$ cat config.mk
export PLATFORM = sky130hd
export DESIGN_NAME = fetch_sequencer_flat
export DESIGN_NICKNAME = d
export VERILOG_FILES = /design/src/rtl/fetch_sequencer_if.sv /design/src/rtl/fetch_sequencer.sv /design/src/flat_wrapper.sv
export SDC_FILE = /design/constraint.sdc
export NUM_CORES = 1
export LEC_CHECK = 0
export BUFFER_PORTS_ARGS = -buffer_cell sky130_fd_sc_hd__buf_2
export CAP_MARGIN = 20
export CORE_UTILIZATION = 38
export CTS_CLUSTER_SIZE = 24
export DETAILED_ROUTE_END_ITERATION = 12
export GPL_ROUTABILITY_DRIVEN = 0
export GPL_TIMING_DRIVEN = 0
export SLEW_MARGIN = 0
export SYNTH_ARGS = -nofsm -noshare
export SYNTH_HDL_FRONTEND = slang
export SYNTH_SLANG_ARGS = --single-unit
$ cat constraint.sdc
create_clock -name clk -period 4.3 [get_ports clk]
set_clock_uncertainty 0.2 [all_clocks]
set_input_delay 0.215 -clock clk [delete_from_list [all_inputs] [get_ports clk]]
set_output_delay 0.215 -clock clk [all_outputs]
set_load 0.005 [all_outputs]
$ cat src/rtl/fetch_sequencer_if.sv
// Instruction-memory request/acknowledge bus between the fetch sequencer and
// the instruction memory: one request outstanding, a single-cycle ack returns its data.
interface fetch_sequencer_if;
  logic        mem_req;
  logic [31:0] mem_addr;
  logic        mem_ack;
  logic [31:0] mem_rdata;

  modport master (
    output mem_req,
    output mem_addr,
    input  mem_ack,
    input  mem_rdata
  );

  modport slave (
    input  mem_req,
    input  mem_addr,
    output mem_ack,
    output mem_rdata
  );
endinterface

$ cat src/rtl/fetch_sequencer.sv
// Fetch-stage sequencer: owns the fetch PC, issues one instruction-memory request at a
// time, buffers one word across decode stalls and absorbs redirects while a request is in flight.
module fetch_sequencer #(
  parameter logic [31:0] RESET_PC  = 32'h0000_0000,
  parameter logic [31:0] NOP_INSTR = 32'h0000_0013,
  parameter int          TIMEOUT   = 16,
  parameter int          TO_WIDTH  = 5
) (
  input  logic                     clk,
  input  logic                     reset,
  input  logic                     pc_src_e,
  input  logic [31:0]              pc_target_e,
  input  logic                     stall_d,
  fetch_sequencer_if.master        imem,
  output logic [31:0]              instr_f,
  output logic [31:0]              pc_out_f,
  output logic [31:0]              pc_plus4_f,
  output logic                     valid_f,
  output logic                     fetch_timeout
);

  typedef enum logic [1:0] {
    IDLE = 2'd0,
    WAIT = 2'd1,
    HOLD = 2'd2,
    DROP = 2'd3
  } state_t;

  localparam logic [TO_WIDTH-1:0] TO_MAX = TO_WIDTH'(TIMEOUT);

  state_t              state, state_d;
  logic [31:0]         pc_q, pc_d;
  logic [31:0]         drop_addr, drop_d;
  logic [31:0]         buf_q, buf_d;
  logic [TO_WIDTH-1:0] to_cnt, to_inc;
  logic                mem_req;
  logic [31:0]         mem_addr;
  logic                req_pending;

  // Next-state and output decode
  always_comb begin
    state_d  = state;
    pc_d     = pc_q;
    drop_d   = drop_addr;
    buf_d    = buf_q;
    mem_req  = 1'b0;
    mem_addr = pc_q;
    valid_f  = 1'b0;
    instr_f  = NOP_INSTR;
    pc_out_f = pc_q;

    unique case (state)
      IDLE: begin
        state_d = WAIT;
      end

      WAIT: begin
        mem_req = 1'b1;
        if (imem.mem_ack) begin
          if (pc_src_e) begin
            pc_d = pc_target_e;
          end else if (!stall_d) begin
            valid_f = 1'b1;
            instr_f = imem.mem_rdata;
            pc_d    = pc_q + 32'd4;
          end else begin
            buf_d   = imem.mem_rdata;
            state_d = HOLD;
          end
        end else if (pc_src_e) begin
          // The in-flight request cannot be cancelled; remember it so its ack is swallowed.
          drop_d  = pc_q;
          pc_d    = pc_target_e;
          state_d = DROP;
        end
      end

      HOLD: begin
        if (pc_src_e) begin
          pc_d    = pc_target_e;
          state_d = WAIT;
        end else begin
          valid_f = 1'b1;
          instr_f = buf_q;
          if (!stall_d) begin
            pc_d    = pc_q + 32'd4;
            state_d = WAIT;
          end
        end
      end

      DROP: begin
        mem_req  = 1'b1;
        mem_addr = drop_addr;
        if (pc_src_e) pc_d = pc_target_e;
        if (imem.mem_ack) state_d = WAIT;
      end

      default: begin
        state_d = IDLE;
      end
    endcase
  end

  assign imem.mem_req  = mem_req;
  assign imem.mem_addr = mem_addr;
  assign pc_plus4_f    = pc_out_f + 32'd4;

  assign req_pending = mem_req && !imem.mem_ack;
  assign to_inc      = (to_cnt == TO_MAX) ? to_cnt : to_cnt + TO_WIDTH'(1);

  always_ff @(posedge clk or negedge reset) begin
    if (!reset) begin
      state         <= IDLE;
      pc_q          <= RESET_PC;
      buf_q         <= NOP_INSTR;
      to_cnt        <= '0;
      fetch_timeout <= 1'b0;
    end else begin
      state  <= state_d;
      pc_q   <= pc_d;
      buf_q  <= buf_d;
      to_cnt <= req_pending ? to_inc : '0;
      if (req_pending && (to_inc == TO_MAX)) fetch_timeout <= 1'b1;
    end
  end

  // The abandoned address is only read in DROP, which is always entered through a write.
  always_ff @(posedge clk) begin
    drop_addr <= drop_d;
  end

`ifndef SYNTHESIS
  a_addr_stable: assert property (@(posedge clk) disable iff (!reset)
    (imem.mem_req && !imem.mem_ack) |=> (imem.mem_req && $stable(imem.mem_addr)));

  a_no_valid_on_redirect: assert property (@(posedge clk) disable iff (!reset)
    pc_src_e |-> !valid_f);
`endif

endmodule

$ cat src/flat_wrapper.sv
// flat-port wrapper written by rule: the top's interface ports become plain ports
module fetch_sequencer_flat 
#(
  parameter logic [31:0] RESET_PC  = 32'h0000_0000,
  parameter logic [31:0] NOP_INSTR = 32'h0000_0013,
  parameter int          TIMEOUT   = 16,
  parameter int          TO_WIDTH  = 5
)
  (clk, reset, pc_src_e, pc_target_e, stall_d, instr_f, pc_out_f, pc_plus4_f, valid_f, fetch_timeout, imem_mem_req, imem_mem_addr, imem_mem_ack, imem_mem_rdata);
  fetch_sequencer_if imem_i ();
  input  logic clk;
  input  logic reset;
  input  logic pc_src_e;
  input  logic [31:0] pc_target_e;
  input  logic stall_d;
  output logic [31:0] instr_f;
  output logic [31:0] pc_out_f;
  output logic [31:0] pc_plus4_f;
  output logic valid_f;
  output logic fetch_timeout;
  output wire logic [$bits(imem_i.mem_req)-1:0] imem_mem_req;
  output wire logic [$bits(imem_i.mem_addr)-1:0] imem_mem_addr;
  input wire logic [$bits(imem_i.mem_ack)-1:0] imem_mem_ack;
  input wire logic [$bits(imem_i.mem_rdata)-1:0] imem_mem_rdata;
  assign imem_mem_req = imem_i.mem_req;
  assign imem_mem_addr = imem_i.mem_addr;
  assign imem_i.mem_ack = imem_mem_ack;
  assign imem_i.mem_rdata = imem_mem_rdata;
  fetch_sequencer #(.RESET_PC(RESET_PC), .NOP_INSTR(NOP_INSTR), .TIMEOUT(TIMEOUT), .TO_WIDTH(TO_WIDTH)) u_core (.clk(clk), .reset(reset), .pc_src_e(pc_src_e), .pc_target_e(pc_target_e), .stall_d(stall_d), .imem(imem_i), .instr_f(instr_f), .pc_out_f(pc_out_f), .pc_plus4_f(pc_plus4_f), .valid_f(valid_f), .fetch_timeout(fetch_timeout));
endmodule
# After elaboration in Yosys (flattened, before gate mapping)
# Index checks and enable logic that the tools add are counted.
classes:
  n_addsub: 2
  n_eq_ne: 10
  n_mux: 27
  bitwise_logic: 2
  n_reduce_logical: 9
op_table:
  columns: ["cell", "count"]
  rows:
  - ["$mux W32", 9]
  - ["$pmux W32 S3", 1]
  - ["$pmux W32 S2", 1]
  - ["$add A32 B3 Y32 const B", 1]
  - ["$mux W2", 7]
  - ["$ne A3 B3 Y1 const B", 4]
  - ["$eq A5 B5 Y1 const B", 2]
  - ["$mux W5", 2]
  - ["$pmux W2 S4", 1]
  - ["$add A5 B1 Y5 const B", 1]
  - ["$mux W1", 5]
  - ["$reduce_and A5 Y1", 1]
  - ["$eq A2 B2 Y1 const B", 2]
  - ["$reduce_and A4 Y1", 1]
  - ["$reduce_and A3 Y1", 1]
  - ["$reduce_bool A3 Y1", 1]
  - ["$eq A2 B1 Y1 const B", 1]
  - ["$logic_and A1 B1 Y1", 2]
  - ["$logic_not A2 Y1", 1]
  - ["$ne A2 B2 Y1 const B", 1]
  - ["$not A1 Y1", 2]
  - ["$pmux W1 S2", 1]
  - ["$reduce_or A2 Y1", 1]
  - ["$logic_not A1 Y1", 1]
totals:
  register_bits: 104
  inputBits: 69
  output_inout_bits: 131
  word_cells: 56

# Longest topological paths before layout
logic_depth:
  depth_word: 5
  ltp_mapped: 9
  ltp_nobuf: 7

# Least setup slack after synthesis
# Ideal clock, no wire load.
synth_path:
  path_kind: "reg-to-reg"
  from: "register u_core.state[1]"
  to: "register u_core.drop_addr[0] (enable)"
  setup_time_ps: 468
  arrival_time_ps: 3267
  required_ps: 3632
  slack_ps: 366
  path_stages_with_launch: 5
  path_buffers: 1
  path_cell_list: "dfrtp_1 inv_1 ha_1 clkbuf_1 nor3b_1"
synth_between:
  elab_chain_cells: 2
synth_rtl:
  columns: ["item", "line", "text"]
  rows:
  - ["start, declared", "fetch_sequencer.sv:31", "state_t state, state_d;"]
  - ["start signal, assigned", "fetch_sequencer.sv:120", "state <= state_d;"]
  - ["$eq A2 B1 Y1", "fetch_sequencer.sv:52", "unique case (state)"]
  - ["$reduce_and A3 Y1 (no line)", null, null]
  - ["end signal, assigned", "fetch_sequencer.sv:130", "drop_addr <= drop_d;"]
  - ["end, declared", "fetch_sequencer.sv:33", "logic [31:0] drop_addr, drop_d;"]
# No other way between the ends.
# A chain may end at the register's enable or synchronous reset.

# Final worst setup path
layout_path:
  from: "register u_core.state[1]"
  to: "output instr_f[24]"
layout_between:
  elab_chain_cells: 2
  elab_cells_between_ends: 3
  classes_between: "eq/ne (2); mux (1)"
layout_rtl:
  columns: ["item", "line", "text"]
  rows:
  - ["$eq A2 B2 Y1 or $eq A2 B1 Y1 (tied branches)", "fetch_sequencer.sv:52", null]
  - ["$pmux W32 S2 (*)", "fetch_sequencer.sv:52", null]
  - ["end, declared", "flat_wrapper.sv:16", "output logic [31:0] instr_f;"]
# Mark *: on every way between the ends. The rest lies on a longest branch, timed or not.

==> reports/summary.json <==
{
  "sta": {
    "grt_setup_unrepaired": "no",
    "report.final.hold_viol_count": 0,
    "worstMarginPinSlew_ns": 0.977,
    "timing.fmax_mhz": 310,
    "timing.max_slew.rel_slack_pct": 34.5,
    "whs_ns": 0.0269,
    "final_period_minus_worst_setup_slack_ns": 3.23,
    "finalMaxSlewViolations": 0,
    "finalSetupViolations": 0,
    "setup_total_negative_slack_ns": 0,
    "fin_crit_sh_pct": 75.1
  },
  "clocking": {
    "cts_bufs_inserted": 9,
    "clock_h_tree_levels": 3,
    "clock-sinks": 104,
    "cts-root-buf": "clkbuf_16",
    "postCtsHoldBufs": 55,
    "tritoncts": "built",
    "clk_latency_ns": 0.36,
    "clockBufferDepth": 2,
    "worst_setup_hold_path_clk_slew_ns": 0.07,
    "post_cts_resized": 0,
    "cts.repair_timing.setup_buffer_count": 0
  },
  "die": {
    "initial_core_util_pct": 39.3,
    "placeableCoreArea_um2": 15400,
    "die_h_um": 128,
    "row_count": 45,
    "io_pins": 200,
    "dieArea_um2": 16400,
    "die_w_um": 128
  },
  "worst_setup_path": {
    "worst_setup_path_start_kind": "register",
    "category_of_cells_accounting_for_the_largest_share_of_critical_path_delay": "buffers and inverters",
    "critical-path-max-stage-delay_ns": 0.45,
    "worstSetupEndpointType": "primary output",
    "critPathKind": "register to primary output",
    "worst_ep_arrival_time_ns": 2.81,
    "cpMaxStageDelayCell": "nor3_1",
    "cp_num_buf_inv": 4,
    "worst_ep_required_time_ns": 3.88,
    "path_max_fanout": 10,
    "cp_common_cell": "clkbuf_1",
    "critical_path.cell_chain": "inv_1 > ha_1 > clkbuf_1 > nand2_1 > nor3_1 > clkbuf_1 > a22oi_1 > nor2b_1 > buf_2"
  },
  "logic_synthesis": {
    "mappedNetlistArea_um2": 6050,
    "ys_async_sr_fraction_pct": 69.2,
    "post_synth.cell_area_avg_um2": 10.4,
    "synth.distinct_cells": 57,
    "synth-warning-count": 0,
    "synth-seq-area-share_pct": 45.7,
    "edff_count_synth": 32,
    "postSynthNetCount": 659,
    "synth_top_flop_cell": "dfrtp_1",
    "syn_inst": 583,
    "ys_ff_latch": 104
  },
  "final_layout": {
    "most-common-layout-cells": "buf_2 (202), dfrtp_1 (69), mux2_2 (65), dlygate4sd3_1 (55), nand2_1 (50)",
    "layout_commonest_cell": "buf_2",
    "layout.nets": 925,
    "final_layout_size_suffix_gt1_share_pct": 35.8,
    "synthToLayoutAreaGrowth_pct": 35.3,
    "antenna_cells_inserted": 0,
    "finish.cell_count_without_fillers": 1065,
    "num-fill-cells": 1398
  },
  "placement": {
    "port_buffers": 196,
    "numPlacedInstances": 994,
    "dp.final_hpwl_mm": 13.6
  },
  "routing": {
    "detail_route.wl_per_cell_um": 17.8,
    "drt-total-wl_mm": 18.9,
    "drt.antenna.violating_nets": 0,
    "drt_pre_antenna_iters": 5,
    "drt_first_iter_violations": 389,
    "post_detailed_route_drc_marker_count": 0,
    "route.vias.total": 5707,
    "route.detailed.vias_per_inst": 5.36
  },
  "power": {
    "vdd_ir_drop_max_uv": 285,
    "total_power_consumption_w": 0.00473,
    "standby_leakage_power_nw": 3.55,
    "power_per_standard_cell_area_nw_per_um2": 578
  },
  "global_routing": {
    "maximum_number_of_pins_on_one_net_before_global_route_repair": 42,
    "grt_antenna_before_repair": 0,
    "grt_pass1_vias": 5577,
    "first_pass_grt_wire_length_mm": 29.0,
    "grtUsageTotal_pct": 23.0,
    "grt-ovfl-total": 0
  },
  "job": {
    "drv_cap": 0
  },
  "status": {
    "outcome": "finished clean"
  },
  "min_path": {
    "min_path_type": "primary input to register"
  }
}
-- final cells by class --
| class | instances | area (um2) | share of cell area [%] |
|---|---|---|---|
| buffer | 51 | 223 | 2.72 |
| clock buffer | 13 | 250 | 3.06 |
| clock inverter | 3 | 17.5 | 0.214 |
| inverter | 13 | 48.8 | 0.596 |
| multi-input combinational | 415 | 3020 | 36.8 |
| sequential | 104 | 2770 | 33.8 |
| tap | 211 | 264 | 3.23 |
| timing repair buffer | 255 | 1600 | 19.5 |
-- worst paths after layout --
path                                        endpoint                  from  slack, ns  depth (start not counted)
worst max-delay path                     instr_f[24]       u_core.state[1]       1.07                          9
worst min-delay path             u_core.pc_out_f[23]       pc_target_e[23]       0.03                          4
min in group asynchronous           u_core.buf_q[16]                 reset       0.14                          2
worst max register to register    u_core.pc_out_f[9]       u_core.state[0]       1.43                          7
worst min register to register  u_core.fetch_timeout  u_core.fetch_timeout       0.27                          1
max in group asynchronous            u_core.buf_q[1]                 reset       3.11                          3
-- synthesized netlist by cell type, drive strengths merged, types with 2 or more instances --
cell,number,area share (%)
a21o,2,0.25
a21oi,10,0.83
a221o,8,1.3
a222oi,2,0.33
a22oi,33,4.1
a31oi,5,0.52
a41oi,2,0.29
and2,3,0.31
and3,6,0.62
and4,2,0.29
buf,13,1.3
clkbuf,38,2.4
dfrtp,69,29
dfstp,3,1.3
edfxtp,32,16
ha,7,1.4
inv,13,0.81
mux2,65,12
mux2i,7,1.2
nand2,50,3.1
nand2b,4,0.41
nand3,14,1.2
nand4,15,1.8
nor2,24,1.5
nor2b,32,3.3
nor3,11,0.99
nor3b,5,0.62
nor4,5,0.62
nor4b,2,0.64
o211ai,2,0.25
o21a,3,0.37
o21ai,39,3.2
o21bai,3,0.37
o221ai,2,0.29
o311ai,10,1.4
o31ai,2,0.33
xnor2,20,2.9
xor2,12,1.7
-- registers in the layout (all words and copies together) (netlist names) --
signal,count
u_core.buf_q,32
u_core.drop_addr,32
u_core.fetch_timeout,1
u_core.pc_out_f,32
u_core.state,2
u_core.to_cnt,5
-- power breakdown --
group          leakage, nW  switching, W  internal (W)
logic                 2.25       0.00116       0.00110
registers             1.17      0.000294       0.00140
clock network        0.130      0.000362      0.000408
total                 3.55       0.00182       0.00291
-- logic make-up after synthesis --
family	synth area share, %
compound gates	14.4
xor+xnor	4.63
fa+ha+maj	1.45
buf+inv	4.49
flops	45.7
mux	13.3
simple gates	16.0
-- per-stage QoR --
step | util, % | setup slack [ns] | area (um2)
floorplan | - | 0.366 | 6050
global placement | 47.4 | -1.54 | 7290
detailed placement | 47.9 | 1.51 | 7370
CTS | 53.2 | 1.11 | 8180
global route | 53.2 | 0.825 | 8180
finish | 53.2 | 1.07 | 8180
-- tightest hold or removal path: cells and delay by family --
kind | cells | cell delay [ns]
AND/OR/NAND/NOR | 1 | 0.05
multiplexers | 1 | 0.13
buffers and inverters | 1 | 0.08
AO/OA/AOI/OAI | 1 | 0.08
-- per-layer routing --
metal / up-vias / share of wire [%] / global-route usage [%]
met2: 229 / 48 / 39.0
met3: 27 / 6.5 / 5.30
met1: 2779 / 43 / 28.7
met4: 0 / 2.0 / 8.24
met5: - / 0 / 0
li1: 2672 / - / -
Power figures use the tool's default switching activity.
